$ cat src/rtl/ps2_pkg.sv
// Shared types and constants for the PS/2 keyboard receiver.
package ps2_pkg;

    typedef enum logic [1:0] {
        StIdle,
        StData,
        StParity,
        StStop
    } ps2_rx_state_t;

    localparam logic [7:0] PS2_PFX_EXT = 8'hE0;
    localparam logic [7:0] PS2_PFX_REL = 8'hF0;

    // "release" is a reserved word, so the break flag is called rel.
    typedef struct packed {
        logic       ext;
        logic       rel;
        logic [7:0] code;
    } ps2_key_evt_t;

endpackage

$ cat src/rtl/ps2_evt_fifo.sv
// First-word-fall-through FIFO of decoded key events with a drop strobe.
module ps2_evt_fifo
    import ps2_pkg::*;
#(
    parameter int unsigned AW = 2
) (
    input  logic         i_clk,
    input  logic         i_rst_n,
    input  logic         i_push,
    input  ps2_key_evt_t i_evt,
    input  logic         i_pop,
    output ps2_key_evt_t o_evt,
    output logic         o_empty,
    output logic         o_drop
);

    localparam int unsigned Depth  = 1 << AW;
    localparam logic [AW:0] PtrOne = {{AW{1'b0}}, 1'b1};

    ps2_key_evt_t r_mem [Depth];
    logic [AW:0]  r_wr_ptr;
    logic [AW:0]  r_rd_ptr;
    logic         w_full;
    logic         w_pop;
    logic         w_push_ok;

    assign o_empty   = (r_wr_ptr == r_rd_ptr);
    assign w_full    = (r_wr_ptr[AW] != r_rd_ptr[AW]) &&
                       (r_wr_ptr[AW-1:0] == r_rd_ptr[AW-1:0]);
    assign w_pop     = i_pop && !o_empty;
    // A pop in the same cycle frees the slot the push is about to take.
    assign w_push_ok = i_push && (!w_full || w_pop);
    assign o_drop    = i_push && w_full && !w_pop;
    assign o_evt     = r_mem[r_rd_ptr[AW-1:0]];

    always_ff @(posedge i_clk or negedge i_rst_n) begin
        if (!i_rst_n) begin
            r_wr_ptr <= '0;
            r_rd_ptr <= '0;
            for (int i = 0; i < Depth; i++) begin
                r_mem[i] <= '0;
            end
        end else begin
            if (w_push_ok) begin
                r_mem[r_wr_ptr[AW-1:0]] <= i_evt;
                r_wr_ptr                <= r_wr_ptr + PtrOne;
            end
            if (w_pop) begin
                r_rd_ptr <= r_rd_ptr + PtrOne;
            end
        end
    end

endmodule

$ cat src/rtl/ps2_kbd_rx.sv
// PS/2 keyboard receiver: deframes 11-bit frames, folds E0/F0 prefixes into
// flags on the following scancode and queues the resulting key events.
module ps2_kbd_rx
    import ps2_pkg::*;
#(
    parameter int unsigned TIMEOUT = 20000,
    parameter int unsigned FIFO_AW = 2
) (
    input  logic       clk_sys,
    input  logic       rst_n,
    input  logic       ps2_kbd_clk,
    input  logic       ps2_kbd_data,
    output logic       key_valid,
    input  logic       key_ready,
    output logic [7:0] key_code,
    output logic       key_ext,
    output logic       key_release,
    output logic       frame_err,
    output logic       overflow,
    input  logic       ovf_clr
);

    localparam int unsigned   CntW    = (TIMEOUT > 2) ? $clog2(TIMEOUT) : 1;
    localparam logic [CntW-1:0] CntLast = CntW'(TIMEOUT - 1);
    localparam logic [CntW-1:0] CntOne  = CntW'(1);

    logic [1:0]      r_clk_sync;
    logic [1:0]      r_dat_sync;
    logic            r_clk_prev;
    logic            w_fall;
    logic            w_bit;

    ps2_rx_state_t   r_state,  w_state_d;
    logic [2:0]      r_bit_idx, w_bit_idx_d;
    logic [7:0]      r_shift,  w_shift_d;
    logic            r_parity, w_parity_d;
    logic [CntW-1:0] r_cnt,    w_cnt_d;
    logic            r_byte_done, w_byte_done_d;
    logic            r_frame_err, w_frame_err_d;

    logic            r_ext_pend;
    logic            r_rel_pend;
    logic            r_overflow;
    logic            w_is_ext;
    logic            w_is_rel;
    logic            w_push;
    logic            w_empty;
    logic            w_drop;
    ps2_key_evt_t    w_evt_in;
    ps2_key_evt_t    w_evt_head;

    always_ff @(posedge clk_sys or negedge rst_n) begin
        if (!rst_n) begin
            r_clk_sync <= 2'b11;
            r_dat_sync <= 2'b11;
            r_clk_prev <= 1'b1;
        end else begin
            r_clk_sync <= {r_clk_sync[0], ps2_kbd_clk};
            r_dat_sync <= {r_dat_sync[0], ps2_kbd_data};
            r_clk_prev <= r_clk_sync[1];
        end
    end

    assign w_fall = r_clk_prev && !r_clk_sync[1];
    assign w_bit  = r_dat_sync[1];

    always_ff @(posedge clk_sys or negedge rst_n) begin
        if (!rst_n) begin
            r_state     <= StIdle;
            r_bit_idx   <= '0;
            r_shift     <= '0;
            r_parity    <= 1'b0;
            r_cnt       <= '0;
            r_byte_done <= 1'b0;
            r_frame_err <= 1'b0;
        end else begin
            r_state     <= w_state_d;
            r_bit_idx   <= w_bit_idx_d;
            r_shift     <= w_shift_d;
            r_parity    <= w_parity_d;
            r_cnt       <= w_cnt_d;
            r_byte_done <= w_byte_done_d;
            r_frame_err <= w_frame_err_d;
        end
    end

    always_comb begin
        w_state_d     = r_state;
        w_bit_idx_d   = r_bit_idx;
        w_shift_d     = r_shift;
        w_parity_d    = r_parity;
        w_cnt_d       = '0;
        w_byte_done_d = 1'b0;
        w_frame_err_d = 1'b0;

        // Watchdog for a stalled frame; any falling edge restarts it.
        if (r_state != StIdle && !w_fall) begin
            if (r_cnt == CntLast) begin
                w_state_d     = StIdle;
                w_shift_d     = '0;
                w_frame_err_d = 1'b1;
            end else begin
                w_cnt_d = r_cnt + CntOne;
            end
        end

        if (w_fall) begin
            case (r_state)
                StIdle: begin
                    if (!w_bit) begin
                        w_state_d   = StData;
                        w_bit_idx_d = '0;
                    end
                end
                StData: begin
                    w_shift_d = {w_bit, r_shift[7:1]};
                    if (r_bit_idx == 3'd7) begin
                        w_state_d = StParity;
                    end else begin
                        w_bit_idx_d = r_bit_idx + 3'd1;
                    end
                end
                StParity: begin
                    w_parity_d = w_bit;
                    w_state_d  = StStop;
                end
                StStop: begin
                    if (w_bit && ((^r_shift) ^ r_parity)) begin
                        w_byte_done_d = 1'b1;
                    end else begin
                        w_frame_err_d = 1'b1;
                    end
                    w_state_d = StIdle;
                end
                default: w_state_d = StIdle;
            endcase
        end
    end

    // r_shift is stable while r_byte_done is high: the FSM is back in idle.
    assign w_is_ext = (r_shift == PS2_PFX_EXT);
    assign w_is_rel = (r_shift == PS2_PFX_REL);
    assign w_push   = r_byte_done && !w_is_ext && !w_is_rel;
    assign w_evt_in = '{ext: r_ext_pend, rel: r_rel_pend, code: r_shift};

    always_ff @(posedge clk_sys or negedge rst_n) begin
        if (!rst_n) begin
            r_ext_pend <= 1'b0;
            r_rel_pend <= 1'b0;
        end else if (r_frame_err) begin
            r_ext_pend <= 1'b0;
            r_rel_pend <= 1'b0;
        end else if (r_byte_done) begin
            if (w_is_ext) begin
                r_ext_pend <= 1'b1;
            end else if (w_is_rel) begin
                r_rel_pend <= 1'b1;
            end else begin
                r_ext_pend <= 1'b0;
                r_rel_pend <= 1'b0;
            end
        end
    end

    ps2_evt_fifo #(
        .AW (FIFO_AW)
    ) u_fifo (
        .i_clk   (clk_sys),
        .i_rst_n (rst_n),
        .i_push  (w_push),
        .i_evt   (w_evt_in),
        .i_pop   (key_ready),
        .o_evt   (w_evt_head),
        .o_empty (w_empty),
        .o_drop  (w_drop)
    );

    always_ff @(posedge clk_sys or negedge rst_n) begin
        if (!rst_n) begin
            r_overflow <= 1'b0;
        end else if (w_drop) begin
            r_overflow <= 1'b1;
        end else if (ovf_clr) begin
            r_overflow <= 1'b0;
        end
    end

    assign key_valid   = !w_empty;
    assign key_code    = w_evt_head.code;
    assign key_ext     = w_evt_head.ext;
    assign key_release = w_evt_head.rel;
    assign frame_err   = r_frame_err;
    assign overflow    = r_overflow;

endmodule

$ cat config.mk
export PLATFORM = sky130hd
export DESIGN_NAME = ps2_kbd_rx
export DESIGN_NICKNAME = d
export VERILOG_FILES = /design/src/rtl/ps2_pkg.sv /design/src/rtl/ps2_evt_fifo.sv /design/src/rtl/ps2_kbd_rx.sv
export SDC_FILE = /design/constraint.sdc
export NUM_CORES = 1
export LEC_CHECK = 0
export ABC_CLOCK_PERIOD_IN_PS = 2600
export CAP_MARGIN = 20
export CORE_MARGIN = 2
export CORE_UTILIZATION = 25
export DETAILED_ROUTE_END_ITERATION = 12
export GPL_TIMING_DRIVEN = 0
export PLACE_DENSITY_LB_ADDON = 0.08
export SLEW_MARGIN = 10
export SYNTH_ARGS = -nofsm -noshare
export SYNTH_HDL_FRONTEND = slang
export SYNTH_SLANG_ARGS = --single-unit
$ cat constraint.sdc
create_clock -name clk_sys -period 2.6 [get_ports clk_sys]
set_input_delay 0.65 -clock clk_sys [delete_from_list [all_inputs] [get_ports clk_sys]]
set_output_delay 0.65 -clock clk_sys [all_outputs]
set_load 0.1 [all_outputs]
Yosys cells after proc, flatten, opt, wreduce, memory -nomap -nowiden
Index checks and enable logic that the tools add are counted.
{"block": "classes", "eq_ne": 14, "n_mux": 39, "add_sub_neg": 4, "bitwise": 3, "magnitude_cmp": 3, "n_reduce_logical": 29}
{"op": "$bwmux 40", "n": 1}
{"op": "$mux 8", "n": 4}
{"op": "$mux 10", "n": 3}
{"op": "$mux 15", "n": 2}
{"op": "$bmux 10 s2", "n": 1}
{"op": "$demux 10 s2", "n": 1}
{"op": "$mux 1", "n": 18}
{"op": "$eq 8x8->1 const B", "n": 2}
{"op": "$add 15x1->15 const B", "n": 1}
{"op": "$eq 15x15->1 const B", "n": 1}
{"op": "$logic_and 1x1->1", "n": 11}
{"op": "$mux 2", "n": 5}
{"op": "$add 3x1->3 const B", "n": 3}
{"op": "$pmux 2 s4", "n": 1}
{"op": "$reduce_bool 2->1", "n": 4}
{"op": "$reduce_xor 8->1", "n": 1}
{"op": "$logic_not 1->1", "n": 7}
{"op": "$ge 3x3->1 const B", "n": 2}
{"op": "$mux 3", "n": 2}
{"op": "$ne 2x2->1 const B", "n": 3}
{"op": "$not 2->3", "n": 2}
{"op": "$pmux 3 s2", "n": 1}
{"op": "$reduce_and 2->1", "n": 3}
{"op": "$eq 2x2->1 const B", "n": 2}
{"op": "11 further kinds", "n": 11}
{"block": "word_totals", "regBits": 85, "word_cells": 119, "in_bits": 6}

Depth between registers and ports, before layout
Gate-level depths: netlist of run 1.
{"block": "logic_depth", "word_depth": 8, "mapped_depth": 7}

Hierarchy
Synthesis of run 1 repeated with hierarchy kept, for this count alone.
{"block": "unflattened", "cells_unflattened": 310, "area_unflattened_um2": 4092.7}
{"module": "ps2_evt_fifo", "n_inst": 1, "area_per_inst_um2": 2214.6, "seq_area_each_um2": 1151.1, "cells_per_inst": 133}
{"module": "ps2_kbd_rx", "n_inst": 1, "area_per_inst_um2": 1878.1, "seq_area_each_um2": 982.2, "cells_per_inst": 177}

Worst setup path after synthesis of run 1
OpenSTA, ideal clock, no wires.
{"block": "synth_path", "path_kind": "register to register", "start": "reg u_fifo.r_rd_ptr[2]", "end": "reg u_fifo.r_rd_ptr[1]", "path_stages_with_launch": 5, "synth_period_minus_slack_ns": 2.237, "setup_slack_ns": 0.363, "t_arrival_ns": 2.112, "n_path_buf": 0, "t_required_ns": 2.475, "path_cell_list": "dfrtp_1 -> xor2_1 -> nand3b_1 -> nand2_1 -> mux2_2"}
{"block": "synth_via", "elab_chain_cells": 3}
{"item": "from (decl)", "line_no": "ps2_evt_fifo.sv:22", "text": "logic [AW:0] r_rd_ptr;"}
{"item": "from (signal assigned)", "line_no": "ps2_evt_fifo.sv:49", "text": "r_rd_ptr <= r_rd_ptr + PtrOne;"}
{"item": "$eq 3x3->1", "line_no": "ps2_evt_fifo.sv:27", "text": "assign o_empty = (r_wr_ptr == r_rd_ptr);"}
{"item": "$logic_not 1->1"}
{"item": "net key_valid", "line_no": "ps2_kbd_rx.sv:13", "text": "output logic key_valid,"}
{"item": "$logic_and 1x1->1", "line_no": "ps2_evt_fifo.sv:30", "text": "assign w_pop = i_pop && !o_empty;"}
The timed path passes the listed nets, and every way through them passes these cells.
A chain may end at the register's enable or synchronous reset.

Worst setup path after layout of run 1
{"block": "layout_path", "start": "reg r_overflow, in the netlist overflow", "end": "out overflow"}
{"item": "from (decl)", "line_no": "ps2_kbd_rx.sv:43", "text": "logic r_overflow;"}
{"item": "from (signal assigned)", "line_no": "ps2_kbd_rx.sv:180", "text": "r_overflow <= 1'b0;"}
{"item": "from (signal assigned)", "line_no": "ps2_kbd_rx.sv:182", "text": "r_overflow <= 1'b1;"}
{"item": "from (signal assigned)", "line_no": "ps2_kbd_rx.sv:184", "text": "r_overflow <= 1'b0;"}
{"item": "to (decl)", "line_no": "ps2_kbd_rx.sv:19", "text": "output logic overflow,"}
No word-level cell between the ends.

==> results of run 1 <==
[placed cells by master (no fill, tap or decap), drive strengths merged, types with 3 or more instances in the layout]
cell type      count
dfrtp             80
mux2              44
nor2              23
clkbuf            17
xnor2             16
buf               15
inv               14
nand2             13
ha                13
mux4              10
a21oi              7
nor3               6
nand3              6
xor2               5
nand4              5
nor2b              5
o2bb2ai            5
a22o               5
clkdlybuf4s50      5
dfstp              5
nor4               4
nor3b              4
o211ai             3
bufinv             3
[timing repair]
action | in CTS | in global routing
gates resized for setup | 55 | 4
setup endpoints to repair | 12 | 9
pin swaps | 0 | 0
[report_power, final]
part | internal, mW | leakage, nW | switching (mW)
sequential | 1.45 | 1.13 | 0.190
combinational | 0.434 | 0.851 | 0.446
clock | 0.954 | 0.161 | 0.528
total | 2.84 | 2.15 | 1.16
[logic make-up (layout without fill, tap and decap cells)]
| logic type | Yosys count | after routing | share of synthesized area, % |
|---|---|---|---|
| AOI/OAI and AO/OA | 28 | 28 | 5.011 |
| xor gates and xnor gates | 22 | 22 | 5.167 |
| adders and majority gates | 13 | 13 | 4.072 |
| buffers and inverters | 25 | 58 | 2.850 |
| DFF | 85 | 85 | 53.40 |
| muxes | 55 | 55 | 18.29 |
| and+or+nand+nor | 81 | 81 | 11.21 |
[final timing paths]
check | start | to
max | overflow | overflow
min | rst_n | u_fifo.r_rd_ptr[2]
max reg2reg | r_shift[4] | u_fifo.r_mem[21]
min reg2reg | r_clk_sync[0] | r_clk_sync[1]
max in group asynchronous | rst_n | r_bit_idx[1]
min in group clk_sys | r_clk_sync[0] | r_clk_sync[1]
[flip-flops by register name, indices dropped and copies added (netlist names), 3 cells and up]
name and count:
u_fifo.r_mem 40, r_cnt 15, r_shift 8, r_bit_idx 3, u_fifo.r_rd_ptr 3, u_fifo.r_wr_ptr 3
[stage by stage]
stage | std cells | util, % | area (um^2) | total power [mW]
final | 558 | 30.31 | 4780 | 4.001
after global routing | 558 | 30.31 | 4780 | 4.255
after floorplan | 309 | - | 3995 | 2.286
after CTS | 558 | 30.25 | 4771 | 4.091
after detailed placement | 544 | 28.35 | 4471 | 2.555
after global placement | 543 | 28.19 | 4446 | 2.545
[area by class of cell]
cell class                 count  area [um^2]
timing repair buffer          19        168.9
multi-input combinational    199         1748
clock inverter                 4        97.59
buffer                        11        68.82
tap                          216        270.3
sequential                    85         2135
clock buffer                  10        239.0
inverter                      14        52.55
fill                        1630        10990
[metal layers]
metal  track usage [%]  part of all wire, %  up-vias
met2             18.32                   47       34
met4             4.130                  1.8        0
met3             3.827                  4.1       11
met5                 0                    0        -
met1             14.38                   47     1226
li1                  -                    -     1164
==> impl_metrics.toml, run 1 <==
[timing]
fin_tns_setup_ns = 0
finalCriticalPeriod_ns = 2.469
finalHoldViolations = 0
slew_headroom_pct = 33.39
tightest_slew_ns = 1.003
period_share_pct = 94.94
fmax_mhz = 405.1
rsz0062_at_grt = "no"
timing.final.ws_setup_ns = 0.1315
clock_skew_ns = 0.005236
slew_viol_final = 0
setup_viol = 0
hold_ws_ns = 0.3036

[placement]
hpwl_um = 5595
place_ws_ns = -0.5743
gp_congestion = 0.6724
port_buffers = 18

[pwr]
power.density_nw_per_um2 = 837.1
leakage_nw = 2.146
ir_worst_vdd_uv = 535.9

[drt]
num_vias = 2435
viasPerCell = 4.364
ant_nets = 0
drt-wirelength-per-cell_um = 15.37
drc_errors = 0
first_iter_violations = 108
firstDrtPassIters = 4
routed_wl_um = 8575

[clock_tree]
cts_buffer_depth = 2
clock_sinks = 85
cts_buffers = 9
clk_pin_slew_ns = 0.06
insertion_delay_ns = 0.35
htree_levels = 3
root_buffer = "clkbuf_16"
cts_tree = "yes"
cts_setup_buffers = 0
hold_buffers = 0

[final_layout]
layout.nets = 358
drive_above_1_share_pct = 28.95
syn_to_final_growth_pct = 19.64
n_antenna_cell = 0

[floorplan]
die_area_um2 = 17010
core_region_area_um2 = 15770
die_w_um = 130.4
initial_utilization_pct = 25.33
ioPinCount = 19
die_h_um = 130.4
num_rows = 46

[grt]
antenna_found_initial = 0
grt_pass1_vias = 2618
gr-total-overflow = 0
grt_pass1_wl_um = 14350
grt_max_degree = 46
grt.total_usage_pct = 11.40

[synthesis]
yosys_warnings = 0
syn-num-nets = 328
ys.flop_type = "dfrtp_1"
synth_area_per_cell_um2 = 12.93
synth.cell_area_um2 = 3995
netlist.area_leader.share_pct = 50.11
yosys.cell_types.count = 48
synth-seq-area-share_pct = 53.40
ys_ff_latch = 85
synth_common_cells = "dfrtp_1 (80), mux2_2 (43), nor2_1 (23)"
synthTopCellsByArea = "dfrtp_1 (50%), mux2_2 (12%), mux4_2 (5.6%)"
synth_area_leader_cell = "dfrtp_1"
synth_cells = 309
ys_async_sr_fraction_pct = 100.0
synth_edf_count = 0
synth.most_common_cell = "dfrtp_1"

[setup_path]
crit_fanout = 2
worstSetupPathType = "register to primary output"
rrSetupSlack_ns = 0.37
cp_top_family = "buffers and inverters"
start_kind = "register"
cp-end-kind = "primary output"
arrival_ns = 1.82
crit_cells = 1
worst_path_max_delay_cell = "clkdlybuf4s50_1"
required_ns = 1.95
worst-path-buf-inv = 1
cp_slowest_stage_delay_ns = 1.13
cp_cell_sequence = "clkdlybuf4s50_1"
r2r_cells = 7

[hold_path]
hp-class = "input pin to asynchronous set/reset pin"

[flow_run]
cap_violations = 0

[outcome]
outcome = "complete, no violations"
No activity file was read; power rests on OpenSTA's default activity.
==> run 2, diff against run 1 <==
ABC_AREA = 1   (was not set)
==> impl_metrics.toml, run 2 <==
[pwr]
p_int_mw = 2.299
leakage_nw = 2.543
switching_share_pct = 23.69
clock_power_share_pct = 48.7
ir_worst_vdd_uv = 312.8
combPwrFrac_pct = 5.2
power.density_nw_per_um2 = 579.6
pwr-share-seq_pct = 46.0
p_total_mw = 3.012
power.net_switching_mw = 0.7138

[hold_path]
hp-class = "input pin to asynchronous set/reset pin"

[drt]
wl_met2_um = 5238
num_vias = 3575
firstDrtPassIters = 4
routedLengthMet1_um = 5600
met3WireLength_um = 394
drt-wirelength-per-cell_um = 14.43
routed.top_layer = "met4"
viasPerCell = 4.543
ant_nets = 0
first_iter_violations = 123
routed_wl_um = 11360
drc_errors = 0

[timing]
rsz0062_at_grt = "no"
finalCriticalPeriod_ns = 2.531
fmax_mhz = 395.1
slew_viol_final = 0
slew_headroom_pct = 33.66
finalHoldViolations = 0
period_share_pct = 97.35
clock_skew_ns = 0.007507
tightest_slew_ns = 0.9920
setup_viol = 0

[final_layout]
top_register = "u_fifo.r_mem"
final_common_cell = "nand2_1"
layout_common_cells = "nand2_1 (166), dfrtp_1 (80), nor2_1 (60)"
n_antenna_cell = 0
fill_cells = 1866
multiInputGateArea_um2 = 2009
reg_top3 = "u_fifo.r_mem (40), r_cnt (15), r_shift (8)"
final-instance-count-excl-fill = 787
largest_register_ffs = 40
layout.nets = 576
drive_above_1_share_pct = 13.17
seq_area_um2 = 2133
syn_to_final_growth_pct = 20.06

[floorplan]
num_rows = 48
die_h_um = 135.6
core_region_area_um2 = 17120
initial_utilization_pct = 25.29
ioPinCount = 19
die_area_um2 = 18380
die_w_um = 135.6

[placement]
dp_cells = 771
port_buffers = 18
gp_congestion = 0.7763
hpwl_um = 8090

[clock_tree]
root_buffer = "clkbuf_16"
hold_buffers = 0
cts_buffers = 9
clock_sinks = 85
clk_pin_slew_ns = 0.07
insertion_delay_ns = 0.35
cts_setup_buffers = 0
cts_buffer_depth = 2
htree_levels = 3
cts_tree = "yes"

[synthesis]
ys.flop_type = "dfrtp_1"
synth.most_common_cell = "nand2_1"
netlist.area_leader.share_pct = 46.24
synth.cell_area_um2 = 4329
ys_async_sr_fraction_pct = 100.0
synth_area_leader_cell = "dfrtp_1"
yosys.cell_types.count = 36
syn-num-nets = 546
synth-seq-area-share_pct = 49.28
synth_common_cells = "nand2_1 (166), dfrtp_1 (80), nor2_1 (60)"
synth_area_per_cell_um2 = 8.215
synth_edf_count = 0
synth_cells = 527
ys_ff_latch = 85
yosys_warnings = 0
synthTopCellsByArea = "dfrtp_1 (46%), nand2_1 (14%), nand4_1 (6.6%)"

[flow_run]
cap_violations = 0

[grt]
gr-total-overflow = 0
grt.total_usage_pct = 13.41
grt_pass1_vias = 3567
antenna_found_initial = 0
grt_pass1_wl_um = 19190
grt_max_degree = 55

[setup_path]
start_kind = "register"
worst-path-buf-inv = 1
worstSetupPathType = "register to primary output"
crit_fanout = 3
required_ns = 1.95
arrival_ns = 1.88
r2r_cells = 8
cp_top_family = "buffers and inverters"
cp-end-kind = "primary output"
crit_cells = 1
cp_cell_sequence = "clkdlybuf4s50_1"
cp_slowest_stage_delay_ns = 1.16
worst_path_max_delay_cell = "clkdlybuf4s50_1"

[outcome]
outcome = "complete, no violations"
[run 2: cell types whose count changed after synthesis, moves of 5 or more]
cell       delta
a22o_1        -5
clkbuf_1      +6
inv_1        +16
mux2_2       -43
mux4_2       -10
nand2_1     +153
nand3_1      +18
nand4_1      +41
nor2_1       +37
nor2b_1       -5
o21ai_0      +25
o22ai_1       +9
o2bb2ai_1     -5
xnor2_1      -12
[run 2: metrics by stage]
stage	setup slack [ns]	util (%)	setup TNS [ns]	cell area, um^2	hold slack, ns
after floorplan	0.2345	-	0	4392	0.3452
after detailed placement	-0.5479	28.50	-5.154	4878	0.3476
after global routing	0.001725	30.37	0	5197	0.2749
after global placement	-2.641	28.36	-223.22	4853	0.3477
after CTS	0.004495	30.35	0	5195	0.2570
final	0.06883	30.37	0	5197	0.2474
[run 2: path summary, 6_finish.rpt]
path	startpoint	endpoint	slack (ns)
setup / recovery	frame_err	frame_err	0.07
hold / removal	rst_n	u_fifo.r_rd_ptr[2]	0.25
setup reg to reg	r_shift[4]	u_fifo.r_mem[13]	0.50
hold reg to reg	r_clk_sync[0]	r_clk_sync[1]	0.36
max in group asynchronous	rst_n	r_clk_prev	1.66
min in group clk_sys	r_clk_sync[0]	r_clk_sync[1]	0.36
[run 2: power by group through the flow]
| stage | clock network [mW] | logic (mW) | registers (mW) |
|---|---|---|---|
| after floorplan | 0 | 0.0972 | 1.40 |
| after global placement | 0 | 0.154 | 1.41 |
| after detailed placement | 0 | 0.163 | 1.41 |
| after CTS | 1.51 | 0.164 | 1.39 |
| after global routing | 1.57 | 0.189 | 1.39 |
| final | 1.47 | 0.158 | 1.39 |
[run 2: worst register-to-register path, stage by stage (launching register included)]
cell and delay [ns]:
dfrtp_1 0.51, inv_1 0.11, ha_1 0.24, nand4_1 0.12
nand2_1 0.06, nor2_1 0.25, clkbuf_1 0.48, nand4_1 0.19
nand2_1 0.10
[run 2: area by class of cell]
type	count	area share, %
Timing Repair Buffer	19	3.491
Sequential cell	85	41.04
Buffer	22	2.552
Multi-Input combinational cell	387	38.66
Clock buffer	11	4.863
Tap cell	225	5.416
Inverter	33	2.383
Clock inverter	5	1.589
[run 2: timing repair]
action | in CTS | in global routing
gates resized for setup | 67 | 6
pin swaps | 0 | 0
endpoints found under the setup margin | 11 | 9
[run 2: cells by family after synthesis]
family          synth area share [%]
xor+xnor                       1.821
simple gates                   33.58
flops                          49.28
compound gates                 5.809
buf+inv                        5.751
fa+ha+maj                      3.757
[run 2: per-layer routing]
layer	GRT usage, %	vias up
met5	0	-
met4	3.472	0
met3	3.517	9
met2	21.46	49
met1	18.01	1705
li1	-	1812
==> run 3, diff against run 2 <==
ABC_CLOCK_PERIOD_IN_PS = 2460   (was 2600)
clock period = 2.46 ns   (was 2.6 ns; I/O delays follow)
==> impl_metrics.toml, run 3 (synthesized netlist as in run 2, its figures left out) <==
[drt]
drt-wirelength-per-cell_um = 14.40
met3WireLength_um = 350
firstDrtPassIters = 4
routed_wl_um = 11340
wl_met2_um = 5272
num_vias = 3585
first_iter_violations = 124
viasPerCell = 4.555
routedLengthMet1_um = 5590
drc_errors = 0
ant_nets = 0
routed.top_layer = "met4"

[grt]
grt_max_degree = 55
grt_pass1_wl_um = 19190
grt_pass1_vias = 3567
antenna_found_initial = 0
gr-total-overflow = 0
grt.total_usage_pct = 13.41

[final_layout]
post-route-util_pct = 30.56
layout_common_cells = "nand2_1 (166), dfrtp_1 (80), nor2_1 (60)"
drive_above_1_share_pct = 13.17
layout.nets = 576
reg_top3 = "u_fifo.r_mem (40), r_cnt (15), r_shift (8)"
largest_register_ffs = 40
final-instance-count-excl-fill = 787
fill_cells = 1865
syn_to_final_growth_pct = 20.84
final_common_cell = "nand2_1"
n_antenna_cell = 0
top_register = "u_fifo.r_mem"

[placement]
dp_cells = 771
hpwl_um = 8090
place_ws_ns = -0.6529
gp_congestion = 0.7763
port_buffers = 18

[setup_path]
cp_top_family = "buffers and inverters"
cp_slowest_stage_delay_ns = 0.48
worst_path_max_delay_cell = "dfrtp_1"
cp-startpoint = "u_fifo.r_rd_ptr[0]"
required_ns = 1.85
start_kind = "register"
cp_cell_sequence = "clkbuf_2 -> o21ai_0 -> o22ai_2 -> buf_6"
r2r_start = "r_shift[4]"
worst-path-buf-inv = 2
crit_fanout = 10
worstSetupPathType = "register to primary output"
cp-end-kind = "primary output"
arrival_ns = 1.71

[outcome]
outcome = "complete, no violations"

[clock_tree]
root_buffer = "clkbuf_16"
cts_buffers = 9
cts_tree = "yes"
insertion_delay_ns = 0.35
clk_pin_slew_ns = 0.07
htree_levels = 3
clock_sinks = 85
cts_buffer_depth = 2
cts_setup_buffers = 0

[timing]
setup_viol = 0
finalHoldViolations = 0
clock_skew_ns = 0.007577
fin_tns_setup_ns = 0
hold_ws_ns = 0.2118
period_share_pct = 94.55
tightest_slew_ns = 0.9836
rsz0062_at_grt = "no"
slew_headroom_pct = 34.69
finalCriticalPeriod_ns = 2.326
timing.final.ws_setup_ns = 0.1340
fmax_mhz = 429.9
slew_viol_final = 0

[floorplan]
num_rows = 48
die_h_um = 135.6
initial_utilization_pct = 25.29
die_w_um = 135.6
die_area_um2 = 18380
core_region_area_um2 = 17120
ioPinCount = 19

[pwr]
leakage_nw = 2.579
power.density_nw_per_um2 = 608.1
ir_worst_vdd_uv = 330.2

[flow_run]
cap_violations = 0

[hold_path]
hp-class = "input pin to asynchronous set/reset pin"
==> run 3: cell types whose count changed in the layout (fill, tap and decap cells not counted) <==
| cell | before | now |
|---|---|---|
| buf_2 | 4 | 6 |
| buf_4 | 12 | 3 |
| buf_6 | 3 | 12 |
| clkbuf_2 | 6 | 3 |
| clkbuf_4 | 0 | 2 |
| clkdlybuf4s15_2 | 1 | 0 |
| clkdlybuf4s50_1 | 6 | 4 |
| dlygate4sd2_1 | 0 | 1 |
| dlymetal6s2s_1 | 0 | 1 |
| o21ai_0 | 23 | 20 |
| o21ai_1 | 5 | 8 |
==> run 3: metrics by stage <==
stage | total power [mW] | instance area (um^2)
after floorplan | 1.578 | 4392
final | 3.181 | 5231
after global placement | 1.655 | 4853
after CTS | 3.233 | 5196
after detailed placement | 1.664 | 4878
after global routing | 3.331 | 5231
==> run 3: metal layers <==
layer | GRT usage (%) | vias to the layer above
met4 | 3.472 | 0
li1 | - | 1815
met2 | 21.46 | 45
met5 | 0 | -
met3 | 3.517 | 9
met1 | 18.01 | 1716
==> run 3: final timing paths <==
check / end / slack (ns) / depth (start not counted)
max reg2reg: u_fifo.r_mem[13] / 0.35 / 8
min reg2reg: r_clk_sync[1] / 0.36 / 0
min: u_fifo.r_rd_ptr[2] / 0.21 / 1
min in group clk_sys: r_clk_sync[1] / 0.36 / 0
max: key_code[1] / 0.13 / 4
max in group asynchronous: r_clk_prev / 1.56 / 2
==> run 3: power by group <==
| group | leakage (nW) | internal [mW] | switching (mW) | total, mW |
|---|---|---|---|---|
| Combinational | 1.25 | 0.0578 | 0.109 | 0.167 |
| Clock | 0.166 | 0.948 | 0.600 | 1.55 |
| Sequential | 1.17 | 1.42 | 0.0424 | 1.47 |
==> run 3: area by class of cell <==
class	count	area, um^2	share of cell area [%]
buffer	22	137.6	2.631
clock buffer	11	252.7	4.831
clock inverter	5	82.58	1.579
tap	225	281.5	5.381
multi-input combinational	387	2009	38.41
inverter	33	123.9	2.368
sequential	85	2133	40.78
timing repair buffer	19	210.2	4.018
==> run 3: repair_timing <==
action                                  CTS  global route
endpoints found under the setup margin   12            12
gates resized for setup                  71            21
hold buffers                              0             0
